File: config.mk
export PLATFORM = sky130hd
export DESIGN_NAME = seg7_scan_ctrl_flat
export DESIGN_NICKNAME = d
export VERILOG_FILES = /design/src/rtl/seg7_scan_if.sv /design/src/rtl/seg7_scan_ctrl.sv /design/src/flat_wrapper.sv
export SDC_FILE = /design/constraint.sdc
export NUM_CORES = 1
export LEC_CHECK = 0
export CAP_MARGIN = 25
export CORE_UTILIZATION = 25
export CTS_BUF_LIST = sky130_fd_sc_hd__clkbuf_8
export DETAILED_ROUTE_END_ITERATION = 6
export PLACE_DENSITY = 0.41
export SLEW_MARGIN = 15
export SYNTH_ARGS = -nofsm -noshare
export SYNTH_HDL_FRONTEND = slang
export SYNTH_SLANG_ARGS = --single-unit
export TNS_END_PERCENT = 1
File: constraint.sdc
create_clock -name clk -period 2.5 [get_ports clk]
set_input_delay 0.625 -clock clk [delete_from_list [all_inputs] [get_ports clk]]
set_output_delay 0.625 -clock clk [all_outputs]
set_load 0.02 [all_outputs]
File: src/rtl/seg7_scan_if.sv
// Bus between the counter datapath and the 7-segment scan controller.
// The master side supplies the value, strobe and enable; the slave side drives the display pins.
interface seg7_scan_if;
    logic [15:0] din;
    logic        din_valid;
    logic        en;
    logic [6:0]  oSEG;
    logic [3:0]  light;
    logic        frame_start;

    modport master (
        output din, din_valid, en,
        input  oSEG, light, frame_start
    );

    modport slave (
        input  din, din_valid, en,
        output oSEG, light, frame_start
    );
endinterface

File: src/rtl/seg7_scan_ctrl.sv
// Time-multiplexed scan controller for a 4-digit, common-anode, active-low 7-segment display.
// Optional leading-zero blanking is enabled by defining SEG7_LZB_EN.
module seg7_scan_ctrl #(
    parameter int REFRESH_DIV  = 50000,
    parameter int BLANK_CYCLES = 500
) (
    input  logic        clk,
    input  logic        rst,
    seg7_scan_if.slave  bus
);

    localparam int CW = (REFRESH_DIV > 2) ? $clog2(REFRESH_DIV) : 1;

    logic [CW-1:0] cnt;
    logic [1:0]    idx;
    logic [15:0]   shadow;
    logic [15:0]   pending;
    logic          pend;
    logic          enPrev;
    logic [6:0]    segReg;
    logic [3:0]    lightReg;
    logic          frameStartReg;

    logic          enRise;
    logic          cntWrap;
    logic          boundary;
    logic          inBlank;
    logic          leadZero;
    logic [3:0]    nibble;

    function automatic logic [6:0] hexToSeg(input logic [3:0] h);
        case (h)
            4'h0:    hexToSeg = 7'h40;
            4'h1:    hexToSeg = 7'h79;
            4'h2:    hexToSeg = 7'h24;
            4'h3:    hexToSeg = 7'h30;
            4'h4:    hexToSeg = 7'h19;
            4'h5:    hexToSeg = 7'h12;
            4'h6:    hexToSeg = 7'h02;
            4'h7:    hexToSeg = 7'h78;
            4'h8:    hexToSeg = 7'h00;
            4'h9:    hexToSeg = 7'h18;
            4'hA:    hexToSeg = 7'h08;
            4'hB:    hexToSeg = 7'h03;
            4'hC:    hexToSeg = 7'h46;
            4'hD:    hexToSeg = 7'h21;
            4'hE:    hexToSeg = 7'h06;
            default: hexToSeg = 7'h0E;
        endcase
    endfunction

    // A rising enable restarts the scan and is treated as a frame boundary.
    assign enRise   = bus.en & ~enPrev;
    assign cntWrap  = (cnt == CW'(REFRESH_DIV - 1));
    assign boundary = enRise | (bus.en & cntWrap & (idx == 2'd3));
    assign nibble   = shadow[{idx, 2'b00} +: 4];

    generate
        if (BLANK_CYCLES == 0) begin : gNoBlank
            assign inBlank = 1'b0;
        end else begin : gBlank
            assign inBlank = (cnt < CW'(BLANK_CYCLES));
        end
    endgenerate

`ifdef SEG7_LZB_EN
    assign leadZero = (idx != 2'd0) && ((shadow >> {idx, 2'b00}) == 16'h0000);
`else
    assign leadZero = 1'b0;
`endif

    // Data capture, frame-aligned shadow update, slot counters and registered pin drive.
    always_ff @(posedge clk or posedge rst) begin
        if (rst) begin
            cnt           <= '0;
            idx           <= 2'd0;
            shadow        <= 16'h0000;
            pending       <= 16'h0000;
            pend          <= 1'b0;
            enPrev        <= 1'b0;
            segReg        <= 7'h7F;
            lightReg      <= 4'hF;
            frameStartReg <= 1'b0;
        end else begin
            enPrev <= bus.en;

            if (bus.din_valid) begin
                pending <= bus.din;
            end

            if (boundary && bus.din_valid) begin
                shadow <= bus.din;
                pend   <= 1'b0;
            end else if (boundary && pend) begin
                shadow <= pending;
                pend   <= 1'b0;
            end else if (bus.din_valid) begin
                pend   <= 1'b1;
            end

            if (!bus.en || enRise) begin
                cnt <= '0;
                idx <= 2'd0;
            end else if (cntWrap) begin
                cnt <= '0;
                idx <= idx + 2'd1;
            end else begin
                cnt <= cnt + CW'(1);
            end

            // The restart cycle after enable rises stays dark so the new shadow is shown from slot 0.
            if (!bus.en || enRise) begin
                segReg        <= 7'h7F;
                lightReg      <= 4'hF;
                frameStartReg <= 1'b0;
            end else begin
                frameStartReg <= (cnt == '0) && (idx == 2'd0);
                if (inBlank || leadZero) begin
                    segReg   <= 7'h7F;
                    lightReg <= 4'hF;
                end else begin
                    segReg   <= hexToSeg(nibble);
                    lightReg <= ~(4'b0001 << idx);
                end
            end
        end
    end

    assign bus.oSEG        = segReg;
    assign bus.light       = lightReg;
    assign bus.frame_start = frameStartReg;

endmodule

File: src/flat_wrapper.sv
// flat-port wrapper written by rule: the top's interface ports become plain ports
module seg7_scan_ctrl_flat 
#(
    parameter int REFRESH_DIV  = 50000,
    parameter int BLANK_CYCLES = 500
)
  (clk, rst, bus_din, bus_din_valid, bus_en, bus_oSEG, bus_light, bus_frame_start);
  seg7_scan_if bus_i ();
  input  logic clk;
  input  logic rst;
  input wire logic [$bits(bus_i.din)-1:0] bus_din;
  input wire logic [$bits(bus_i.din_valid)-1:0] bus_din_valid;
  input wire logic [$bits(bus_i.en)-1:0] bus_en;
  output wire logic [$bits(bus_i.oSEG)-1:0] bus_oSEG;
  output wire logic [$bits(bus_i.light)-1:0] bus_light;
  output wire logic [$bits(bus_i.frame_start)-1:0] bus_frame_start;
  assign bus_i.din = bus_din;
  assign bus_i.din_valid = bus_din_valid;
  assign bus_i.en = bus_en;
  assign bus_oSEG = bus_i.oSEG;
  assign bus_light = bus_i.light;
  assign bus_frame_start = bus_i.frame_start;
  seg7_scan_ctrl #(.REFRESH_DIV(REFRESH_DIV), .BLANK_CYCLES(BLANK_CYCLES)) u_core (.clk(clk), .rst(rst), .bus(bus_i));
endmodule
== Word level (Yosys, flattened, before mapping) ==
Memories as Yosys holds them, arrays and structs flattened.
Index checks and enable logic that the tools add are counted.

* Bits in registers: 64
* ROM bits: 112
* Memories: 1

* Add/sub/neg operators: 2
* Order comparisons: 1
* Equality and inequality tests: 2
* Shift operators: 2
* Mux-type cells: 14
* Bitwise gates (word level): 6
* Reduce and logical (&&, ||, !) cells: 10

{| class="wikitable"
|+ Memory list
! memory !! words !! width !! read ports !! clocked after memory_dff !! wr ports !! RTL line !! text
|-
| (no name shown) || 16 || 7 || 1 || 0 || 0 || seg7_scan_ctrl.sv:32 || <nowiki>case (h)</nowiki>
|}

{| class="wikitable"
|+ Operators with widths
! operator !! count
|-
| $mux 16 || 4
|-
| $add 16x1->16 const B || 1
|-
| $eq 16x16->1 const B || 1
|-
| $logic_not 16->1 || 1
|-
| $lt 16x9->1 const B || 1
|-
| $shiftx 16x5->4 || 1
|-
| $mux 7 || 2
|-
| $mux 4 || 2
|-
| $mux 1 || 4
|-
| $mux 2 || 2
|-
| $not 4->4 || 1
|-
| $reduce_bool 2->1 || 2
|-
| $shl 1x2->4 const A || 1
|-
| $and 1x1->1 || 3
|-
| $logic_and 1x1->1 || 3
|-
| $reduce_bool 3->1 || 1
|-
| $add 2x1->2 const B || 1
|-
| $eq 2x2->1 const B || 1
|-
| $logic_not 2->1 || 1
|-
| $logic_not 1->1 || 1
|-
| $logic_or 1x1->1 || 1
|-
| $not 1->1 || 1
|-
| $or 1x1->1 || 1
|}

== Logic depth before layout (Yosys ltp) ==
Gate-level depths: netlist (run 1).

* Depth after elaboration: 7
* Mapped depth: 8
* Depth with buffers taken out: 6

== Least setup slack after synthesis (run 1) ==
Ideal clock, no wire load.

* Path type: flip-flop to flip-flop
* From: register u_core.idx[0]
* To: register u_core.segReg[0], in the netlist u_core.bus.oSEG[0]
* Arrival time: 2149 ps
* Data required time: 2421 ps
* Path slack: 273 ps
* Stages on the path, launching flop included: 9
* Period minus slack after synthesis: 2227 ps
* Cell sequence: dfrtp_1 buf_2 mux4_2 inv_1 ha_1 clkbuf_1 mux2i_1 a32o_1 o21ai_0

* Cells in the longest elaborated chain, start to end: 4

{| class="wikitable"
|+ Ends and longest elaborated chain
! item !! RTL line !! text
|-
| start, declared || seg7_scan_ctrl.sv:15 || <nowiki>logic [1:0] idx;</nowiki>
|-
| start signal, assigned || seg7_scan_ctrl.sv:106 || <nowiki>idx <= idx + 2'd1;</nowiki>
|-
| $shiftx 16x5->4 || seg7_scan_ctrl.sv:56 || <nowiki>assign nibble = shadow[{idx, 2'b00} +: 4];</nowiki>
|-
| $mem_v2 16x7 || - ||
|-
| $mux 7 || seg7_scan_ctrl.sv:118 || <nowiki>if (inBlank || leadZero) begin</nowiki>
|-
| $mux 7 || seg7_scan_ctrl.sv:112 || <nowiki>if (!bus.en || enRise) begin</nowiki>
|-
| end signal, assigned || seg7_scan_ctrl.sv:122 || <nowiki>segReg <= hexToSeg(nibble);</nowiki>
|-
| end, declared || seg7_scan_ctrl.sv:20 || <nowiki>logic [6:0] segReg;</nowiki>
|}

Every way passes these cells.
A chain may end at the register's enable or synchronous reset.

== Worst setup path after layout (run 1) ==
Ends and elaborated chain as after synthesis.

==> out/results.ini, run 1 <==
[clock_tree]
numCtsBuffers = 9
clock-sinks = 64
clk_pin_slew_ns = 0.07
cts_post_setup_buffers_inserted = 0
cts-root-buf = clkbuf_8
cts_max_level = 3
cts_tree = yes
clk_path_buf_depth = 2
clk-insertion-delay-late_ns = 0.34
ctsHoldBuffers = 0
ctsResizeCount = 0

[critical_path]
critPathBufInv = 1
crit_path_max_fanout = 8
path_delay_family = multiplexers
cp_slowest_cell = mux4_2
arrival_ns = 2.46
required_ns = 2.76
crit_type = reg -> reg
end_kind = register
r2r_setup_slack_ns = 0.30
start_kind = register
worstPathCellList = mux4_2 -> inv_1 -> ha_1 -> mux2i_1 -> a32o_1 -> o21ai_0
cp_slowest_stage_delay_ns = 0.62

[floorplan]
io-pin-count = 32
row_count = 40
die_w_microns = 113
core_sq_mm = 0.0120
die_y_microns = 113
initial_core_util = 0.255
dieArea_sq_mm = 0.0127

[job]
maxCapViolCount = 0

[detailed_routing]
first_pass_iters = 4
drtAntennaViolNets = 0
drt-total-wl_microns = 6080
viasPerCell = 4.53
vias = 1980
drc = 0
wl_per_cell_microns = 13.9
initialDrtViolationCount = 80

[sta]
fin_skew_ns = 0.0130
timing.fmax_mhz = 455
period_share = 0.879
hold_violations = 0
worst_pin_slew_ns = 0.542
finalSetupTns_ns = 0
drv_slew = 0
setup_slack_ns = 0.304
slew_headroom = 0.628
finalSetupViolCount = 0
period_minus_slack_ns = 2.20
rsz0062_at_grt = no

[hold_path]
hold_class = reg -> reg

[status]
outcome = complete, no violations

[grt]
grt.met3_usage = 0.0259
grt_pass1_wl_microns = 10500
grt_remaining_overflow = 0
grt_pass1_vias = 1994
grt_use_met1 = 0.150
antenna_found_initial = 0
grt_max_degree = 65
use_met2 = 0.161
grt_busiest_layer = met2
grt.total_usage = 0.109

[synthesis]
synth_commonest_cells = dfrtp_1, nor2_1, mux2_2, nand2_1, mux2i_1
synthTopCellsByArea = dfrtp_1, dfstp_2, mux2_2
yosysMostFrequentCell = dfrtp_1
synth_fa_ha_area_frac = 0.0451
synth_top_family_by_area = multiplexers
synth_area_sq_mm = 0.00305
synth_cells = 246
synth_mux_area_frac = 0.192
synth-seq-area-share = 0.529
synthFlopType = dfrtp_1
synth_warnings = 0
yosys.area.top_type = dfrtp_1
synth_compound_area_frac = 0.0541
synth-xor-area-share = 0.0430
synth_top_area_share = 0.434
syn_nets = 277
postSynth.asyncResetShare = 1.00
synth_seq_cells = 64
synth-simple-area-share = 0.110
synth_edf_count = 0
ys_types = 43
syn_avg_cell_area_sq_um = 12.4

[power]
p_leak_nw = 1.59
vdd_drop_max_mv = 0.229
power.density_mw_per_mm2 = 685

[layout]
area_growth_pct = 24.4
n_antenna_cell = 0
regArea_sq_mm = 0.00162
fin_nets = 316
fillers = 1214
layout-drive-gt1-share = 0.262
multi_input_area_sq_mm = 0.00136

[placement]
port_buffers = 31
dp_slack_ns = 0.248
post-dp-hpwl_microns = 4270
routabilityCongestion = 0.700

worst paths after layout:
| kind | to | cells after the start | from |
|---|---|---|---|
| setup reg to reg | u_core.bus.oSEG[0] | 6 | u_core.idx[0] |
| min in group asynchronous | u_core.cnt[13] | 3 | rst |
| hold / removal | u_core.cnt[0] | 1 | u_core.cnt[0] |
| max in group asynchronous | u_core.bus.oSEG[0] | 3 | rst |
| hold reg to reg | u_core.cnt[0] | 1 | u_core.cnt[0] |
| setup / recovery | u_core.bus.oSEG[0] | 6 | u_core.idx[0] |
placed cells by master, fill, tap and decap left out, types with 8 or more instances in the layout:
cell type        instances
mux2i_1                 12
nand2_1                 14
clkbuf_8                10
clkdlybuf4s50_1         31
nand3_1                  9
ha_1                    11
mux2_4                  10
dfrtp_1                 53
nor2_1                  26
mux2_2                  24
dfstp_2                 11
inv_1                    8
xor2_1                  10
sequential cells by signal, summed over array words and instances (netlist names):
register,cells
u_core.enPrev,1
u_core.cnt,16
u_core.shadow,16
u_core.bus.frame_start,1
u_core.bus.oSEG,7
u_core.idx,2
u_core.pend,1
u_core.bus.light,4
u_core.pending,16
metal layers:
| layer | vias to the layer above | part of all wire |
|---|---|---|
| met1 | 1002 | 0.50 |
| met4 | 0 | 0.015 |
| li1 | 942 | - |
| met2 | 30 | 0.46 |
| met5 | - | 0 |
| met3 | 6 | 0.030 |
worst register-to-register path, stage by stage, from the launching register on:
cell and delay, ns:
dfrtp_1 0.43, mux4_2 0.63, inv_1 0.15, ha_1 0.34
mux2i_1 0.13, a32o_1 0.28, o21ai_0 0.16
cells by family (layout without fill, tap and decap cells):
kind of cell               after synthesis  in the layout
AOI/OAI and AO/OA                       21             21
xor gates and xnor gates                15             15
adders and majority gates               11             11
buffers and inverters                   19             63
DFF                                     64             64
muxes                                   48             48
and+or+nand+nor                         68             68
cell type report:
type | instances | area share
Sequential cell | 64 | 0.425
Multi-Input combinational cell | 163 | 0.357
Timing Repair Buffer | 38 | 0.102
Tap cell | 147 | 0.0484
Clock buffer | 10 | 0.0362
Clock inverter | 6 | 0.0221
Inverter | 9 | 0.00889
where the power goes:
part	switching (mW)	internal, mW
Sequential	0.0511	1.13
Combinational	0.206	0.218
Clock	0.416	0.583
metrics by stage:
step | util | total power [mW] | std cells | hold WS (ns) | instance area (sq um)
after global routing | 0.318 | 2.75 | 437 | 0.517 | 3800
after CTS | 0.318 | 2.65 | 437 | 0.495 | 3800
after global placement | 0.299 | 1.62 | 421 | 0.481 | 3580
after detailed placement | 0.299 | 1.63 | 421 | 0.486 | 3580
after floorplan | - | 1.50 | 246 | 0.447 | 3050
final | 0.318 | 2.60 | 437 | 0.489 | 3800
Power figures use the tool's default switching activity.
==> run 2, diff against run 1 <==
- CORE_UTILIZATION: 25 -> 58
- CTS_CLUSTER_SIZE: not set -> 10
- PLACE_DENSITY: 0.41 -> 0.8
==> run 2 against run 1 <==
Against the previous run:
- global-route usage grew 12 points
- die area shrank 56%
- cell area shrank 3.0%
- wire length shrank 14%
- critical endpoint unchanged
==> out/results.ini, run 2 (synthesized netlist as in run 1, its figures left out) <==
[status]
outcome = complete, no violations

[grt]
grt.total_usage = 0.226
grt_remaining_overflow = 0
grt_pass1_wl_microns = 8980
antenna_found_initial = 0
grt_pass1_vias = 1901
grt_max_degree = 37

[placement]
routabilityCongestion = 0.871
post-dp-hpwl_microns = 3720
port_buffers = 31

[clock_tree]
clock-sinks = 64
clk-insertion-delay-late_ns = 0.35
cts_tree = yes
cts-root-buf = clkbuf_8
ctsHoldBuffers = 0
clk_pin_slew_ns = 0.07
numCtsBuffers = 9
cts_post_setup_buffers_inserted = 0
cts_max_level = 3
ctsResizeCount = 0
clk_path_buf_depth = 2

[critical_path]
cp_slowest_stage_delay_ns = 0.64
crit_type = reg -> reg
cp_slowest_cell = mux4_2
start_kind = register
arrival_ns = 2.57
worstPathCellList = mux4_2 -> inv_1 -> ha_1 -> mux2i_1 -> a32o_1 -> o21ai_0
crit_path_max_fanout = 8
r2r_cells = 6
end_kind = register
required_ns = 2.75

[detailed_routing]
wl_met3_microns = 197
vias = 1939
wl_per_cell_microns = 14.4
initialDrtViolationCount = 96
drc = 0
viasPerCell = 5.37
wl_met1_microns = 2470
drt-total-wl_microns = 5210
highest_layer = met4
route.met2.wl_microns = 2430
first_pass_iters = 5
drtAntennaViolNets = 0

[floorplan]
row_count = 26
dieArea_sq_mm = 0.00556
die_y_microns = 74.6
die_w_microns = 74.6
io-pin-count = 32
initial_core_util = 0.602
core_sq_mm = 0.00507

[sta]
hold_ws_ns = 0.496
hold_violations = 0
rsz0062_at_grt = no
fin_skew_ns = 0.0128
finalSetupViolCount = 0
drv_slew = 0
slew_headroom = 0.668
period_share = 0.927
period_minus_slack_ns = 2.32
timing.fmax_mhz = 431
finalSetupTns_ns = 0
worst_pin_slew_ns = 0.484

[layout]
n_antenna_cell = 0
layout-drive-gt1-share = 0.265
fin_nets = 317
final_cell_mix = dfrtp_1, clkdlybuf4s50_1, nor2_1
largestRegisters = u_core.cnt: 16 flops, u_core.pending: 16 flops, u_core.shadow: 16 flops
mostFrequentLayoutCell = dfrtp_1
area_growth_pct = 20.7

[power]
power.density_mw_per_mm2 = 674
p_leak_nw = 1.59
vdd_drop_max_mv = 0.542

[hold_path]
hold_path_depth = 1
hold_class = reg -> reg

[job]
maxCapViolCount = 0

run 2: critical path: cells and delay by family (launching register included):
kind            cells  cell delay [ns]
fa+ha+maj           1             0.33
buf+inv             1             0.14
compound gates      2             0.47
flops               1             0.52
mux                 2             0.76
run 2: metal layers:
layer / up-vias / GRT usage
met5: - / 0
met4: 0 / 0.119
met3: 10 / 0.0705
met2: 36 / 0.329
met1: 950 / 0.304
li1: 943 / -
run 2: where the power goes:
group	total (mW)	internal (mW)	leakage [nW]	switching [mW]
Combinational	0.421	0.220	0.708	0.201
Sequential	1.18	1.13	0.778	0.0545
Clock	0.883	0.481	0.103	0.401
run 2: cell type report:
class / instances / area, sq um
flip-flops and latches: 64 / 1620
fillers: 376 / 1390
multi-input cells: 163 / 1360
repair buffers: 39 / 395
clock buffers: 10 / 138
well taps: 70 / 87.6
clock inverters: 6 / 60.1
inverters: 9 / 33.8
run 2: worst paths after layout:
check | from | slack [ns] | to
min in group asynchronous | rst | 0.51 | u_core.pending[8]
worst max register to register | u_core.idx[0] | 0.18 | u_core.bus.oSEG[0]
worst min-delay path | u_core.cnt[0] | 0.50 | u_core.cnt[0]
worst min register to register | u_core.cnt[0] | 0.50 | u_core.cnt[0]
max in group asynchronous | rst | 1.46 | u_core.bus.light[0]
worst max-delay path | u_core.idx[0] | 0.18 | u_core.bus.oSEG[0]
run 2: through the flow:
stage	worst slack [ns]	utilization	instance area [sq um]	cells	power (mW)
detailed placement	0.217	0.687	3490	345	1.62
global placement	0.243	0.687	3490	345	1.60
CTS	0.177	0.726	3690	361	2.50
global route	0.0104	0.726	3690	361	2.61
finish	0.182	0.726	3690	361	2.49
floorplan	0.273	-	3050	246	1.50
==> run 3, diff against run 2 <==
- CAP_MARGIN: 25 -> 10
==> results of run 3 <==
Same layout as run 2: the final DEF is identical, and so are final timing and power.
